File: src/rtl/cpu_pkg.sv
// rtl/cpu_pkg.sv - shared CPU constants, memory-op codes and memory-stage state type
package cpu_pkg;

    localparam int GPR_IDX_W = 5;
    localparam int WORD_W    = 32;

    localparam logic [2:0] MEM_OP_NONE  = 3'd0;
    localparam logic [2:0] MEM_OP_LB    = 3'd1;
    localparam logic [2:0] MEM_OP_LBU   = 3'd2;
    localparam logic [2:0] MEM_OP_LH    = 3'd3;
    localparam logic [2:0] MEM_OP_LHU   = 3'd4;
    localparam logic [2:0] MEM_OP_LW    = 3'd5;
    localparam logic [2:0] MEM_OP_STORE = 3'd6;

    localparam logic [1:0] SIZE_BYTE = 2'd0;
    localparam logic [1:0] SIZE_HALF = 2'd1;
    localparam logic [1:0] SIZE_WORD = 2'd2;

    typedef enum logic [1:0] {
        IDLE   = 2'd0,
        ACCESS = 2'd1,
        DONE   = 2'd2
    } mem_state_t;

endpackage

File: src/rtl/memory_stage_if.sv
// rtl/memory_stage_if.sv - data-RAM request/response bus between memory stage and RAM
interface memory_stage_if;
    import cpu_pkg::*;

    logic              dram_en;
    logic [3:0]        dram_wen;
    logic [WORD_W-1:0] dram_addr;
    logic [WORD_W-1:0] dram_wdata;
    logic [WORD_W-1:0] dram_rdata;
    logic              dram_ack;

    modport master (
        output dram_en,
        output dram_wen,
        output dram_addr,
        output dram_wdata,
        input  dram_rdata,
        input  dram_ack
    );

    modport slave (
        input  dram_en,
        input  dram_wen,
        input  dram_addr,
        input  dram_wdata,
        output dram_rdata,
        output dram_ack
    );

endinterface

File: src/rtl/load_align.sv
// rtl/load_align.sv - extracts and sign/zero-extends the load lane from a RAM word
module load_align
    import cpu_pkg::*;
(
    input  logic [WORD_W-1:0] rdata,
    input  logic [1:0]        offset,
    input  logic [2:0]        mem_op,
    output logic [WORD_W-1:0] data
);

    logic [WORD_W-1:0] shifted;
    logic [7:0]        byte_lane;
    logic [15:0]       half_lane;

    // Pick the addressed byte/halfword lane and extend it according to the op
    always_comb begin
        shifted   = rdata >> {offset, 3'b000};
        byte_lane = shifted[7:0];
        half_lane = offset[1] ? rdata[31:16] : rdata[15:0];
        data      = rdata;
        case (mem_op)
            MEM_OP_LB:  data = {{24{byte_lane[7]}}, byte_lane};
            MEM_OP_LBU: data = {24'd0, byte_lane};
            MEM_OP_LH:  data = {{16{half_lane[15]}}, half_lane};
            MEM_OP_LHU: data = {16'd0, half_lane};
            default:    data = rdata;
        endcase
    end

endmodule

File: src/rtl/memory_stage.sv
// rtl/memory_stage.sv - pipeline memory stage: data-RAM access, load alignment, writeback values
module memory_stage
    import cpu_pkg::*;
#(
    parameter int unsigned ACK_TIMEOUT = 0
) (
    input  logic                 clk,
    input  logic                 resetn,
    input  logic                 exe_valid,
    output logic                 mem_allowin,
    input  logic                 exe_wen,
    input  logic [GPR_IDX_W-1:0] exe_regsrc,
    input  logic [WORD_W-1:0]    exe_alu_result,
    input  logic [2:0]           exe_mem_op,
    input  logic [1:0]           exe_store_size,
    input  logic [WORD_W-1:0]    exe_store_data,
    memory_stage_if.master       dram,
    output logic                 mem_valid,
    output logic                 mem_wen,
    output logic [GPR_IDX_W-1:0] mem_regsrc,
    output logic [WORD_W-1:0]    mem_wdata,
    output logic                 mem_addr_err,
    output logic                 mem_timeout
);

    localparam logic [31:0] TIMEOUT_LAST = 32'(ACK_TIMEOUT - 1);

    mem_state_t           state;
    logic [2:0]           op_r;
    logic [1:0]           off_r;
    logic                 wen_r;
    logic [GPR_IDX_W-1:0] regsrc_r;
    logic [WORD_W-1:0]    wdata_r;
    logic                 err_r;
    logic                 timeout_r;
    logic [3:0]           dwen_r;
    logic [WORD_W-1:0]    daddr_r;
    logic [WORD_W-1:0]    dwdata_r;
    logic [31:0]          wait_cnt;

    logic                 accept;
    logic                 is_access;
    logic                 is_store;
    logic                 misaligned;
    logic [3:0]           st_wen;
    logic [WORD_W-1:0]    st_data;
    logic [WORD_W-1:0]    load_data;

    assign mem_allowin   = (state != ACCESS);
    assign accept        = exe_valid && mem_allowin;
    assign mem_valid     = (state == DONE);
    assign mem_wen       = mem_valid && wen_r;
    assign mem_regsrc    = regsrc_r;
    assign mem_wdata     = wdata_r;
    assign mem_addr_err  = err_r;
    assign mem_timeout   = timeout_r;
    assign dram.dram_en    = (state == ACCESS);
    assign dram.dram_wen   = dram.dram_en ? dwen_r : 4'b0000;
    assign dram.dram_addr  = daddr_r;
    assign dram.dram_wdata = dwdata_r;

    load_align u_load_align (
        .rdata  (dram.dram_rdata),
        .offset (off_r),
        .mem_op (op_r),
        .data   (load_data)
    );

    // Decode the incoming instruction: access type, alignment check, store lanes
    always_comb begin
        is_store   = (exe_mem_op == MEM_OP_STORE);
        is_access  = (exe_mem_op != MEM_OP_NONE) && (exe_mem_op <= MEM_OP_STORE);
        misaligned = 1'b0;
        st_wen     = 4'b0000;
        st_data    = exe_store_data;
        case (exe_mem_op)
            MEM_OP_LH, MEM_OP_LHU: misaligned = exe_alu_result[0];
            MEM_OP_LW:             misaligned = (exe_alu_result[1:0] != 2'b00);
            MEM_OP_STORE: begin
                case (exe_store_size)
                    SIZE_BYTE: begin
                        st_wen  = 4'b0001 << exe_alu_result[1:0];
                        st_data = {4{exe_store_data[7:0]}};
                    end
                    SIZE_HALF: begin
                        misaligned = exe_alu_result[0];
                        st_wen     = exe_alu_result[1] ? 4'b1100 : 4'b0011;
                        st_data    = {2{exe_store_data[15:0]}};
                    end
                    default: begin
                        misaligned = (exe_alu_result[1:0] != 2'b00);
                        st_wen     = 4'b1111;
                    end
                endcase
            end
            default: misaligned = 1'b0;
        endcase
    end

    // Stage state machine: accept, wait for RAM ack, present result for one cycle
    always_ff @(posedge clk) begin
        if (!resetn) begin
            state     <= IDLE;
            op_r      <= MEM_OP_NONE;
            off_r     <= 2'b00;
            wen_r     <= 1'b0;
            regsrc_r  <= '0;
            wdata_r   <= '0;
            err_r     <= 1'b0;
            timeout_r <= 1'b0;
            dwen_r    <= 4'b0000;
            daddr_r   <= '0;
            dwdata_r  <= '0;
            wait_cnt  <= 32'd0;
        end else if (accept) begin
            op_r     <= exe_mem_op;
            off_r    <= exe_alu_result[1:0];
            regsrc_r <= exe_regsrc;
            wdata_r  <= exe_alu_result;
            err_r    <= misaligned;
            wen_r    <= exe_wen && !is_store && !misaligned;
            daddr_r  <= {exe_alu_result[31:2], 2'b00};
            dwen_r   <= st_wen;
            dwdata_r <= st_data;
            wait_cnt <= 32'd0;
            state    <= (is_access && !misaligned) ? ACCESS : DONE;
        end else begin
            case (state)
                ACCESS: begin
                    if (dram.dram_ack) begin
                        state <= DONE;
                        if (op_r != MEM_OP_STORE) begin
                            wdata_r <= load_data;
                        end
                    end else if ((ACK_TIMEOUT != 0) && !timeout_r) begin
                        if (wait_cnt == TIMEOUT_LAST) begin
                            timeout_r <= 1'b1;
                        end
                        wait_cnt <= wait_cnt + 32'd1;
                    end
                end
                DONE: begin
                    state <= IDLE;
                    err_r <= 1'b0;
                    wen_r <= 1'b0;
                end
                default: state <= IDLE;
            endcase
        end
    end

endmodule
File: src/flat_wrapper.sv
// flat-port wrapper written by rule: the top's interface ports become plain ports
module memory_stage_flat import cpu_pkg::*;
#(
    parameter int unsigned ACK_TIMEOUT = 0
)
  (clk, resetn, exe_valid, mem_allowin, exe_wen, exe_regsrc, exe_alu_result, exe_mem_op, exe_store_size, exe_store_data, mem_valid, mem_wen, mem_regsrc, mem_wdata, mem_addr_err, mem_timeout, dram_dram_en, dram_dram_wen, dram_dram_addr, dram_dram_wdata, dram_dram_rdata, dram_dram_ack);
  memory_stage_if dram_i ();
  input  logic clk;
  input  logic resetn;
  input  logic exe_valid;
  output logic mem_allowin;
  input  logic exe_wen;
  input  logic [GPR_IDX_W-1:0] exe_regsrc;
  input  logic [WORD_W-1:0] exe_alu_result;
  input  logic [2:0] exe_mem_op;
  input  logic [1:0] exe_store_size;
  input  logic [WORD_W-1:0] exe_store_data;
  output logic mem_valid;
  output logic mem_wen;
  output logic [GPR_IDX_W-1:0] mem_regsrc;
  output logic [WORD_W-1:0] mem_wdata;
  output logic mem_addr_err;
  output logic mem_timeout;
  output wire logic [$bits(dram_i.dram_en)-1:0] dram_dram_en;
  output wire logic [$bits(dram_i.dram_wen)-1:0] dram_dram_wen;
  output wire logic [$bits(dram_i.dram_addr)-1:0] dram_dram_addr;
  output wire logic [$bits(dram_i.dram_wdata)-1:0] dram_dram_wdata;
  input wire logic [$bits(dram_i.dram_rdata)-1:0] dram_dram_rdata;
  input wire logic [$bits(dram_i.dram_ack)-1:0] dram_dram_ack;
  assign dram_dram_en = dram_i.dram_en;
  assign dram_dram_wen = dram_i.dram_wen;
  assign dram_dram_addr = dram_i.dram_addr;
  assign dram_dram_wdata = dram_i.dram_wdata;
  assign dram_i.dram_rdata = dram_dram_rdata;
  assign dram_i.dram_ack = dram_dram_ack;
  memory_stage #(.ACK_TIMEOUT(ACK_TIMEOUT)) u_core (.clk(clk), .resetn(resetn), .exe_valid(exe_valid), .mem_allowin(mem_allowin), .exe_wen(exe_wen), .exe_regsrc(exe_regsrc), .exe_alu_result(exe_alu_result), .exe_mem_op(exe_mem_op), .exe_store_size(exe_store_size), .exe_store_data(exe_store_data), .dram(dram_i), .mem_valid(mem_valid), .mem_wen(mem_wen), .mem_regsrc(mem_regsrc), .mem_wdata(mem_wdata), .mem_addr_err(mem_addr_err), .mem_timeout(mem_timeout));
endmodule
File: config.mk
export PLATFORM = sky130hd
export DESIGN_NAME = memory_stage_flat
export DESIGN_NICKNAME = d
export VERILOG_FILES = /design/src/rtl/cpu_pkg.sv /design/src/rtl/memory_stage_if.sv /design/src/rtl/load_align.sv /design/src/rtl/memory_stage.sv /design/src/flat_wrapper.sv
export SDC_FILE = /design/constraint.sdc
export NUM_CORES = 1
export LEC_CHECK = 0
export CORE_MARGIN = 3
export CORE_UTILIZATION = 45
export DETAILED_ROUTE_END_ITERATION = 10
export HOLD_SLACK_MARGIN = 0.06
export PLACE_DENSITY_LB_ADDON = 0.08
export SYNTH_ARGS = -nofsm -noshare
export SYNTH_HDL_FRONTEND = slang
export SYNTH_HIERARCHICAL = 1
export SYNTH_SLANG_ARGS = --single-unit
File: constraint.sdc
create_clock -name clk -period 4.4 [get_ports clk]
set_input_delay 0.44 -clock clk [delete_from_list [all_inputs] [get_ports clk]]
set_output_delay 0.44 -clock clk [all_outputs]
set_load 0.01 [all_outputs]
* After elaboration in Yosys (flattened, before gate mapping)
Index checks and enable logic that the tools add are counted.
** Word-level totals
- Register bits :: 112
- Latch bits :: 0
- RAM bits :: 0
- Memory bits (read-only) :: 0
- Input port bits :: 111
- Output and inout port bits :: 111
- Word-level logic and storage cells :: 65
- Memories kept :: 0
** Operators by class
- $add $sub $neg :: 0
- Multiply operators :: 0
- Div/mod/pow operators :: 0
- $lt $le $gt $ge :: 1
- Equality and inequality tests :: 14
- Shift-type cells :: 2
- Mux-type cells :: 21
- Bitwise operators :: 0
- Reduce and logical (&&, ||, !) cells :: 17
** Operators by type and width (count)
- 2-to-1 mux 32 bit :: 5
- one-hot mux 32 bit (4 select lines) :: 1
- one-hot mux 32 bit (2 select lines) :: 1
- right shift 32 x 5 -> 8 bit :: 1
- 2-to-1 mux 16 bit :: 1
- equality test 3 bit (second input constant) :: 4
- 2-to-1 mux 4 bit :: 3
- nonzero test 2 bit :: 5
- equality test 3 x 2 -> 1 bit (second input constant) :: 3
- 2-to-1 mux 2 bit :: 4
- one-hot mux 4 bit (2 select lines) :: 1
- logical AND 1 bit :: 6
- != test 3 bit (second input constant) :: 2
- equality test 2 x 1 -> 1 bit (second input constant) :: 2
- << shifter 1 x 2 -> 4 bit (first input constant) :: 1
- equality test 3 x 1 -> 1 bit (second input constant) :: 1
- less-or-equal comparator 3 bit (second input constant) :: 1
- 2-to-1 mux 1 bit :: 3
- one-hot mux 1 bit (3 select lines) :: 1
- AND reduction 3 bit :: 1
- nonzero test 3 bit :: 1
- equality test 2 bit (second input constant) :: 1
- zero test 1 bit :: 2
- zero test 2 bit :: 1
- 3 further kinds :: 3

* Logic depth before layout (Yosys ltp)
Gate-level depths: netlist (run 1).
- Depth after elaboration :: 7
- Gate-level depth with buffers :: 8
- Depth with buffers taken out :: 6

* Modules after synthesis
The synthesis (run 1) kept the hierarchy.
** By module, submodules not included
- memory_stage :: instances 1, cells an instance 540, area each 4588.2 sq um, seq. area each 2242.2 sq um
- load_align :: instances 1, cells an instance 125, area each 924.6 sq um, seq. area each 0.0 sq um

* Worst setup path after synthesis (run 1)
No wires, ideal clock.
- Path type :: reg-to-reg
- Start :: register u_core.off_r[0]
- End :: register u_core.wdata_r[10] (netlist: u_core/mem_wdata[10])
- Setup time :: 0.133 ns
- Arrival time :: 1.666 ns
- Data required time :: 4.267 ns
- Slack :: 2.601 ns
- Stages on the path, launching flop included :: 7
- Buffers on the path :: 0
- Clock period less this slack :: 1.799 ns
- Path through :: dfxtp_1 mux2_4 a221oi_4 a211oi_1 a221o_1 mux2i_1 a21oi_1
** Between the ends
- Longest elaborated chain between the ends :: 6
** Ends and longest elaborated chain
- from (decl) :: RTL line memory_stage.sv:30 : logic [1:0] off_r;
- from (signal assigned) :: RTL line memory_stage.sv:117 : off_r <= exe_alu_result[1:0];
- right shift 32 x 5 -> 8 bit :: RTL line load_align.sv:17 : shifted = rdata >> {offset, 3'b000};
- one-hot mux 32 bit (4 select lines) :: RTL line load_align.sv:21 : case (mem_op)
- named net u_core.load_data[10] :: RTL line memory_stage.sv:47 : logic [WORD_W-1:0] load_data;
- 2-to-1 mux 32 bit :: RTL line memory_stage.sv:132 : if (op_r != MEM_OP_STORE) begin
- 2-to-1 mux 32 bit :: RTL line memory_stage.sv:130 : if (dram.dram_ack) begin
- 2-to-1 mux 32 bit :: RTL line memory_stage.sv:128 : case (state)
- 2-to-1 mux 32 bit :: RTL line memory_stage.sv:115 : end else if (accept) begin
- to (signal assigned) :: RTL line memory_stage.sv:119 : wdata_r <= exe_alu_result;
- to (signal assigned) :: RTL line memory_stage.sv:133 : wdata_r <= load_data;
- to (decl) :: RTL line memory_stage.sv:33 : logic [WORD_W-1:0] wdata_r;
The timed path passes the listed nets, and every way through them passes these cells. The select of a mux whose other input is x is not followed.
A chain may end at the register's enable or synchronous reset.

* Final worst setup path (run 1)
- Start :: register u_core.op_r[0]
- End :: register u_core.wdata_r[29] (netlist: u_core/mem_wdata[29])
** Between the ends
- Longest elaborated chain between the ends :: 6
- Elaborated cells between the ends (all ways) :: 12
- Classes of those cells :: eq/ne (5); mux (5); reduce/logical (2)
** Ends and longest elaborated chain
- from (decl) :: RTL line memory_stage.sv:29 : logic [2:0] op_r;
- from (signal assigned) :: RTL line memory_stage.sv:116 : op_r <= exe_mem_op;
- equality test 3 bit, or another cell as far along :: RTL line load_align.sv:21
- one-hot mux 32 bit (4 select lines) :: RTL line load_align.sv:21
- 2-to-1 mux 32 bit :: RTL line memory_stage.sv:132
- 2-to-1 mux 32 bit :: RTL line memory_stage.sv:130
- 2-to-1 mux 32 bit :: RTL line memory_stage.sv:128
- 2-to-1 mux 32 bit :: RTL line memory_stage.sv:115
Several ways; a longest one is shown, not always the timed one. The select of a mux whose other input is x is not followed.

==> impl_metrics.json, run 1 <==
{
  "max_clock_freq_ghz": 0.378,
  "outcome": "complete, no violations",
  "mappedNetlistArea_mm2": 0.00551,
  "tritoncts_clock_tree": "yes",
  "post_cts.resized_instances": 0,
  "number_of_antenna_violations_at_the_first_check_in_global_routing": 1,
  "ioPinCount": 222,
  "worst-path-max-fanout": 32,
  "design.die.area_mm2": 0.0136,
  "core_area_mm2": 0.0117,
  "via_count_of_the_first_global_routing_pass": 5397,
  "post_cts_hold_buffer_count": 0,
  "die_height_um": 117,
  "port-buffer-count": 218,
  "comb_power_share": 0.254,
  "worstHoldPathType": "register to register",
  "grt_max_degree": 118,
  "yosys.area.top_type_share": 0.407,
  "timing.final.crit_period_ps": 2640,
  "layout_nets": 953,
  "synth-seq-cells": 112,
  "power.net_switching_w": 0.000781,
  "clock_sink_count": 112,
  "dr_total_vias": 5662,
  "p_per_area_mw_per_mm2": 338,
  "detail_route.first_pass.iterations": 7,
  "start_kind": "register",
  "flow.area_growth_from_synthesis_pct": 43.5,
  "cts.reportedPaths.clkPinSlew_ps": 70,
  "drt-vias-per-instance": 5.72,
  "avgSynthCellArea_um2": 8.29,
  "max-cap-violations": 0,
  "hpwlAfterDp_mm": 13.2,
  "hold_viol": 0,
  "max_slew.worst_pin.slew_ps": 1120,
  "post_dp_cell_area_mm2": 0.00760,
  "grtUsageTotal": 0.263,
  "clock-root-buffer": "sky130_fd_sc_hd__clkbuf_16",
  "h_tree_levels": 3,
  "yosys-top-cells-area": "sky130_fd_sc_hd__dfxtp_1 41%, sky130_fd_sc_hd__mux2i_1 9.8%, sky130_fd_sc_hd__nand2_1 9.4%",
  "num_rows": 39,
  "synthDominantAreaCellType": "sky130_fd_sc_hd__dfxtp_1",
  "share_clk_of_total_power": 0.316,
  "power.share.switching": 0.292,
  "cts_buffers": 9,
  "largest_clock_skew_in_the_final_design_ps": 8.48,
  "max_slew_margin": 0.256,
  "cellInternalPower_w": 0.00190,
  "distinct_cells_synth": 59,
  "grt_overflow": 0,
  "die_x_um": 117,
  "yosys_warnings": 6,
  "p_leak_nw": 3.21,
  "async_flop_share": 0,
  "crit_path_end_kind": "register",
  "detail-route-antenna-nets": 0,
  "drt_iter0_drc": 398,
  "worstPathArrival_ps": 2830,
  "most_frequently_used_flop_master_after_synthesis": "sky130_fd_sc_hd__dfxtp_1",
  "synth_seq_area_share": 0.407,
  "clock_path_buffers": 2,
  "critPathRequiredTime_ps": 4590,
  "vdd_drop_max_mv": 0.340,
  "gpl.final_weighted_congestion": 0.925,
  "seq_power_share": 0.430,
  "routedWlPerCell_um": 18.6,
  "report.final.slew_viol_count": 0,
  "place_ws_ps": 1750,
  "setup_repair_after_global_routing_missed_its_margin": "no",
  "fin_hold_ws_ps": 455,
  "cts.repair_timing.setup_buffer_count": 0,
  "synthesis.instances": 665,
  "layout-drive-gt1-share": 0.0449,
  "setup_viol_count_final": 0,
  "clock_insertion_delay_worst_skew_ps": 350,
  "postRouteWirelength_mm": 18.4,
  "layout_setup_ws_ps": 1760,
  "synth-edff-count": 0,
  "criticalPathCategory": "register to register",
  "grt_first_pass_wirelength_mm": 28.0,
  "postLayoutCellArea_mm2": 0.00791,
  "tns_ps": 0,
  "timing.final.crit_share": 0.600,
  "floorplan.initialDensity": 0.471,
  "drt_drc_violations_left": 0
}
logic make-up after synthesis:
kind of cell / after synthesis / share of synthesized area
adder cells (fa/ha/maj): 1 / 0.00182
XOR/XNOR: 2 / 0.00318
AND/OR/NAND/NOR: 189 / 0.152
flip-flops: 112 / 0.407
buffers and inverters: 65 / 0.0613
AO/OA/AOI/OAI: 238 / 0.267
multiplexers: 57 / 0.108
other: 1 / 0.000680
critical path: stages (launching register included):
cell                       delay (ps)
sky130_fd_sc_hd__dfxtp_1          800
sky130_fd_sc_hd__nand3b_1         210
sky130_fd_sc_hd__nand3_2          850
sky130_fd_sc_hd__mux2i_1          460
sky130_fd_sc_hd__a21oi_1          110
registers in the layout, summed over array words and instances (netlist names):
| signal | cells |
|---|---|
| u_core/dram.dram_addr | 30 |
| u_core/dram.dram_wdata | 32 |
| u_core/wen_r | 1 |
| u_core/op_r | 3 |
| u_core/mem_addr_err | 1 |
| u_core/off_r | 2 |
| u_core/dwen_r | 4 |
| u_core/mem_wdata | 32 |
| u_core/state | 2 |
| u_core/mem_regsrc | 5 |
cell usage after synthesis, drive strengths merged (2+ instances only):
library cell	n
nand3b	3
o21a	8
a2bb2oi	3
buf	40
a31oi	16
nor2b	4
clkbuf	18
o221ai	8
a211oi	15
a221o	8
a22oi	8
mux2i	54
o311ai	2
nand2	139
o22ai	2
nor2	17
dfxtp	112
nand2b	3
nor3	2
mux2	2
nand3	2
inv	7
o21ai	55
o32ai	3
a21oi	88
a21o	17
and2	10
worst paths after layout:
| check | start | end | slack, ps | cells past startpoint |
|---|---|---|---|---|
| worst max-delay path | u_core/op_r[0] | u_core/mem_wdata[29] | 1760 | 4 |
| worst min-delay path | u_core/mem_regsrc[1] | u_core/mem_regsrc[1] | 450 | 2 |
| worst max register to register | u_core/op_r[0] | u_core/mem_wdata[29] | 1760 | 4 |
| worst min register to register | u_core/mem_regsrc[1] | u_core/mem_regsrc[1] | 450 | 2 |
cells in the final DEF (no fill, tap or decap), drive strengths merged, types with 8 or more instances in the layout:
| master | count |
|---|---|
| a21oi | 88 |
| clkdlybuf4s50 | 217 |
| dfxtp | 112 |
| clkbuf | 10 |
| and2 | 10 |
| o21a | 8 |
| a21o | 17 |
| a22oi | 8 |
| o21ai | 55 |
| a221o | 8 |
| a31oi | 16 |
| mux2i | 54 |
| nand2 | 139 |
| a211oi | 15 |
| nor2 | 17 |
| inv | 10 |
| o221ai | 8 |
stage by stage:
stage	instances	util	total power, W
detailed placement	974	0.649	0.00185
global placement	974	0.649	0.00184
finish	990	0.675	0.00268
global route	990	0.675	0.00280
floorplan	667	-	0.00151
CTS	989	0.675	0.00269
per-layer routing:
| metal | track usage | wire length [um] |
|---|---|---|
| met1 | 0.325 | 7470 |
| met2 | 0.421 | 8760 |
| met3 | 0.0995 | 1740 |
| met4 | 0.0925 | 430 |
| met5 | 0 | 0 |
cell type report:
cell class / instances / area (um^2)
Tap cell: 143 / 179
Timing Repair Buffer: 222 / 2210
Fill cell: 986 / 3800
Clock buffer: 9 / 225
Clock inverter: 6 / 76.3
Multi-Input combinational cell: 490 / 2950
Inverter: 7 / 28.8
Sequential cell: 112 / 2240
Antenna cell: 1 / 2.50
power by group through the flow:
stage	sequential, W	clock (W)	combinational (W)
after global placement	0.00117	0	0.000665
final	0.00115	0.000846	0.000680
after detailed placement	0.00117	0	0.000677
after floorplan	0.00119	0	0.000312
after CTS	0.00115	0.000861	0.000680
after global routing	0.00116	0.000898	0.000739
No activity file was read; power rests on OpenSTA's default activity.
==> run 2: changes to the inputs <==
- CORE_UTILIZATION: 45 -> 44
- clock period: 4.4 -> 2.6 ns (I/O delays scaled with it)
==> impl_metrics.json, run 2 (same netlist as run 1, synthesis figures left out) <==
{
  "die_height_um": 118,
  "use_met2": 0.420,
  "place_ws_ps": 326,
  "cp_bufs_invs": 1,
  "dr_total_vias": 5611,
  "criticalPathCategory": "register to register",
  "cts.repair_timing.setup_buffer_count": 0,
  "layout_setup_ws_ps": 347,
  "gpl.final_weighted_congestion": 0.907,
  "post_cts_hold_buffer_count": 0,
  "critPathRequiredTime_ps": 2880,
  "tns_ps": 0,
  "timing.final.crit_share": 0.866,
  "timing.final.crit_period_ps": 2250,
  "h_tree_levels": 3,
  "hpwlAfterDp_mm": 13.7,
  "max_slew_margin": 0.168,
  "clock_insertion_delay_worst_skew_ps": 350,
  "layout_nets": 964,
  "cts.reportedPaths.clkPinSlew_ps": 70,
  "routedWlPerCell_um": 18.1,
  "worstPathArrival_ps": 2540,
  "setup_viol_count_final": 0,
  "setup_repair_after_global_routing_missed_its_margin": "no",
  "end_of_the_worst_register_to_register_path": "u_core/mem_wdata[30]",
  "crit_path_end_kind": "register",
  "clock-root-buffer": "sky130_fd_sc_hd__clkbuf_16",
  "start_kind": "register",
  "tritoncts_clock_tree": "yes",
  "grt_overflow": 0,
  "p_leak_nw": 3.28,
  "global_route.usage.met3": 0.106,
  "design.die.area_mm2": 0.0139,
  "worstHoldPathType": "input pin to register",
  "crit_path_top_delay_cell": "sky130_fd_sc_hd__xor2_1",
  "timing.critical_path.cells": "nor2_2 -> xor2_1 -> buf_4 -> a21o_1 -> mux2i_1 -> a21oi_1",
  "port-buffer-count": 218,
  "hold-path-cell-count": 3,
  "num_antenna_cells": 0,
  "worst_hold_end": "u_core/mem_regsrc[4]",
  "r2r_cells": 6,
  "regToRegStartpoint": "u_core/op_r[0]",
  "cts_buffers": 9,
  "core_area_mm2": 0.0121,
  "clock_sink_count": 112,
  "fin_hold_ws_ps": 298,
  "crit_family": "XOR/XNOR gates",
  "num_rows": 40,
  "drt_drc_violations_left": 0,
  "grt_first_pass_wirelength_mm": 29.6,
  "grtUsageTotal": 0.263,
  "detail_route.first_pass.iterations": 5,
  "flow.area_growth_from_synthesis_pct": 46.1,
  "detail-route-antenna-nets": 0,
  "post_cts.resized_instances": 0,
  "max_clock_freq_ghz": 0.444,
  "placedCellCount": 1010,
  "clock_path_buffers": 2,
  "grt_max_degree": 99,
  "report.final.slew_viol_count": 0,
  "worst-path-stages": 6,
  "floorplan.initialDensity": 0.455,
  "top_usage_layer": "met2",
  "postRouteWirelength_mm": 18.6,
  "hold_start": "resetn",
  "met1_usage": 0.319,
  "largest_clock_skew_in_the_final_design_ps": 7.30,
  "number_of_antenna_violations_at_the_first_check_in_global_routing": 0,
  "via_count_of_the_first_global_routing_pass": 5558,
  "hold_viol": 0,
  "outcome": "complete, no violations",
  "ff2ff_setup_slack_ps": 350,
  "ioPinCount": 222,
  "most_used_cells_in_the_layout_excluding_fill_and_tap_cells": "217 x sky130_fd_sc_hd__clkdlybuf4s50_1, 138 x sky130_fd_sc_hd__nand2_1, 112 x sky130_fd_sc_hd__dfxtp_1",
  "mostFrequentLayoutCell": "sky130_fd_sc_hd__clkdlybuf4s50_1",
  "layoutNonFillerInstCount": 1026,
  "finalPower_w": 0.00454,
  "layout-drive-gt1-share": 0.0571,
  "die_x_um": 118,
  "worst-path-max-fanout": 14,
  "p_per_area_mw_per_mm2": 564,
  "max_stage_delay_ps": 970,
  "fillers": 1034,
  "drt-vias-per-instance": 5.47,
  "max-cap-violations": 0,
  "max_slew.worst_pin.slew_ps": 1240,
  "vdd_drop_max_mv": 0.489,
  "drt_iter0_drc": 509
}
==> run 2: cell count changes in the layout (fill, tap and decap cells not counted) <==
cell	change
sky130_fd_sc_hd__and2_2	+1
sky130_fd_sc_hd__and2_4	-1
sky130_fd_sc_hd__buf_12	+3
sky130_fd_sc_hd__buf_2	+1
sky130_fd_sc_hd__buf_4	+8
sky130_fd_sc_hd__clkbuf_1	+1
sky130_fd_sc_hd__clkbuf_2	-1
sky130_fd_sc_hd__clkinv_2	+2
sky130_fd_sc_hd__clkinvlp_4	-1
sky130_fd_sc_hd__diode_2	-1
sky130_fd_sc_hd__inv_8	-1
==> run 2: report_power, final <==
group / internal (W) / switching (W) / total (W) / leakage [nW]
logic: 0.000614 / 0.000574 / 0.00119 / 2.21
registers: 0.00185 / 0.0000811 / 0.00193 / 0.926
clock network: 0.000756 / 0.000662 / 0.00142 / 0.145
==> run 2: how the worst max path moves through the flow <==
stage	startpoint	to	slack, ps
after floorplan	u_core/off_r[0]	u_core/mem_wdata[10]	800
final	u_core/op_r[0]	u_core/mem_wdata[30]	350
after global routing	u_core/op_r[0]	u_core/mem_wdata[19]	190
after detailed placement	dram_dram_rdata[15]	u_core/mem_wdata[13]	330
after CTS	u_core/op_r[0]	u_core/mem_wdata[30]	370
after global placement	dram_dram_rdata[31]	u_core/mem_wdata[14]	390
==> run 2: cell type report <==
cell class	count	area, um^2	area share
timing repair buffer	233	2330	0.289
sequential	112	2240	0.278
clock inverter	6	67.6	0.00839
multi-input combinational	490	2950	0.366
clock buffer	10	229	0.0284
inverter	7	28.8	0.00357
tap	168	210	0.0261
==> run 2: metal layers <==
layer  wire, um  share of wire
met1       7640           0.41
met5          0              0
met4        563          0.030
met2       8550           0.46
met3       1820          0.098
==> run 2: worst reg2reg max path, stage by stage (launching register included) <==
cell	delay [ps]
sky130_fd_sc_hd__dfxtp_1	370
sky130_fd_sc_hd__nor2_2	160
sky130_fd_sc_hd__xor2_1	970
sky130_fd_sc_hd__buf_4	320
sky130_fd_sc_hd__a21o_1	140
sky130_fd_sc_hd__mux2i_1	70
sky130_fd_sc_hd__a21oi_1	150
==> run 2: stage by stage <==
step	area, um^2	util
finish	8050	0.665
global route	8050	0.665
CTS	8050	0.665
detailed placement	7750	0.640
global placement	7750	0.640
floorplan	5520	-
==> edit (config.mk and constraints of run 1) <==
`GPR_IDX_W`: 5 -> 6.
--- a/src/rtl/cpu_pkg.sv
+++ b/src/rtl/cpu_pkg.sv
@@ -1,7 +1,7 @@
 // rtl/cpu_pkg.sv - shared CPU constants, memory-op codes and memory-stage state type
 package cpu_pkg;
 
-    localparam int GPR_IDX_W = 5;
+    localparam int GPR_IDX_W = 6;
     localparam int WORD_W    = 32;
 
     localparam logic [2:0] MEM_OP_NONE  = 3'd0;
Ports: changed (resized exe_regsrc and mem_regsrc); port bits go from 222 to 224. No check against the original RTL was run, so the function may have changed too.
==> edit against run 1 <==
- sequential cell count is 1 higher
- setup slack worse by 70 ps
- cell area is 4.0% higher
- area after synthesis is 0.61% higher
- critical path type unchanged
- non-clock buffer count is 2 higher
- first-iteration DRC count is 5.0% lower
- routed wire length hardly changed
- total power is 18% higher
==> edit: results (changes against run 1) <==
[cts]
cts_num_sinks = 113  ; +0.89%

[setup_path]
cp.arrival_ps = 2970  ; +140 ps
crit_slowest_cell = dfxtp_1
path_max_fanout = 27  ; -16%
reg2reg_from = u_core/off_r[1]$_SDFFE_PN0P_

[finish]
nFillCells = 977  ; -0.91%
multi_input_gates = 493  ; +0.61%
seq_area_mm2 = 0.002262  ; +0.89%
nClkBuffers = 20  ; +11
nNetsFinal = 968  ; +1.6%
buffers = 224  ; +0.90%

[grt]
grt_use_total_pct = 26.61  ; +0.33 points
grt_pass1_vias = 5522  ; +2.3%
grt_first_pass_wirelength_mm = 28.14  ; +0.32%
antenna_found_initial = 0  ; -1

[synthesis]
synthTopCellsByArea = dfxtp_1 41%, mux2i_1 9.7%, nand2_1 9.5%, a21oi_1 8.0%, o21ai_0 4.7%
synth_xor_area_share_pct = 0.3158  ; -0.0019 points
synthAdderAreaFrac_pct = 0.1805  ; -0.0011 points
ys_seq_area_share_pct = 40.79  ; +0.11 points
netlist_top_cells_count = 140 x nand2_1, 113 x dfxtp_1, 89 x a21oi_1

[hold_path]
hp-start = u_core/dram.dram_addr[21]$_SDFFE_PN0P_
min_to = u_core/dram.dram_addr[21]$_SDFFE_PN0P_

[placement]
dp_hpwl_mm = 13.17  ; -0.54%
gp_congestion = 0.9309  ; +0.66%

[pwr]
ir_drop_mv = 0.2598  ; -24%
power.leakage_nw = 3.365  ; +4.7%

[timing]
relSlewSlack_pct = 20.93  ; -4.6 points

[routing]
first_iter_violations = 378  ; -5.0%
drt_first_pass_iters = 6  ; -1

[run_status]
outcome = finished, final reports clean

[edit: routing by layer]
| layer | share of wire [%] | vias up | wire (µm) | track usage (%) |
|---|---|---|---|---|
| li1 | - | 2759 | - | - |
| met1 | 41 | 2651 | 7515 | 32.40 |
| met2 | 48 | 233 | 8855 | 42.36 |
| met3 | 8.7 | 38 | 1592 | 9.357 |
| met4 | 2.4 | 0 | 435 | 12.16 |
| met5 | 0 | - | 0 | 0 |
[edit: where the power goes]
part	switching, mW	internal [mW]
Clock	0.499	0.807
Sequential	0.0600	1.11
Combinational	0.324	0.354
[edit: metrics by stage]
stage               cells  worst slack, ps  hold WS, ps  power, mW
floorplan             671             2601        427.3      1.516
global placement      980             1784        439.0      1.845
detailed placement    980             1721        446.8      1.860
CTS                  1012             1703        454.6      3.165
global route         1012             1467        476.7      3.279
finish               1012             1687        452.7      3.150
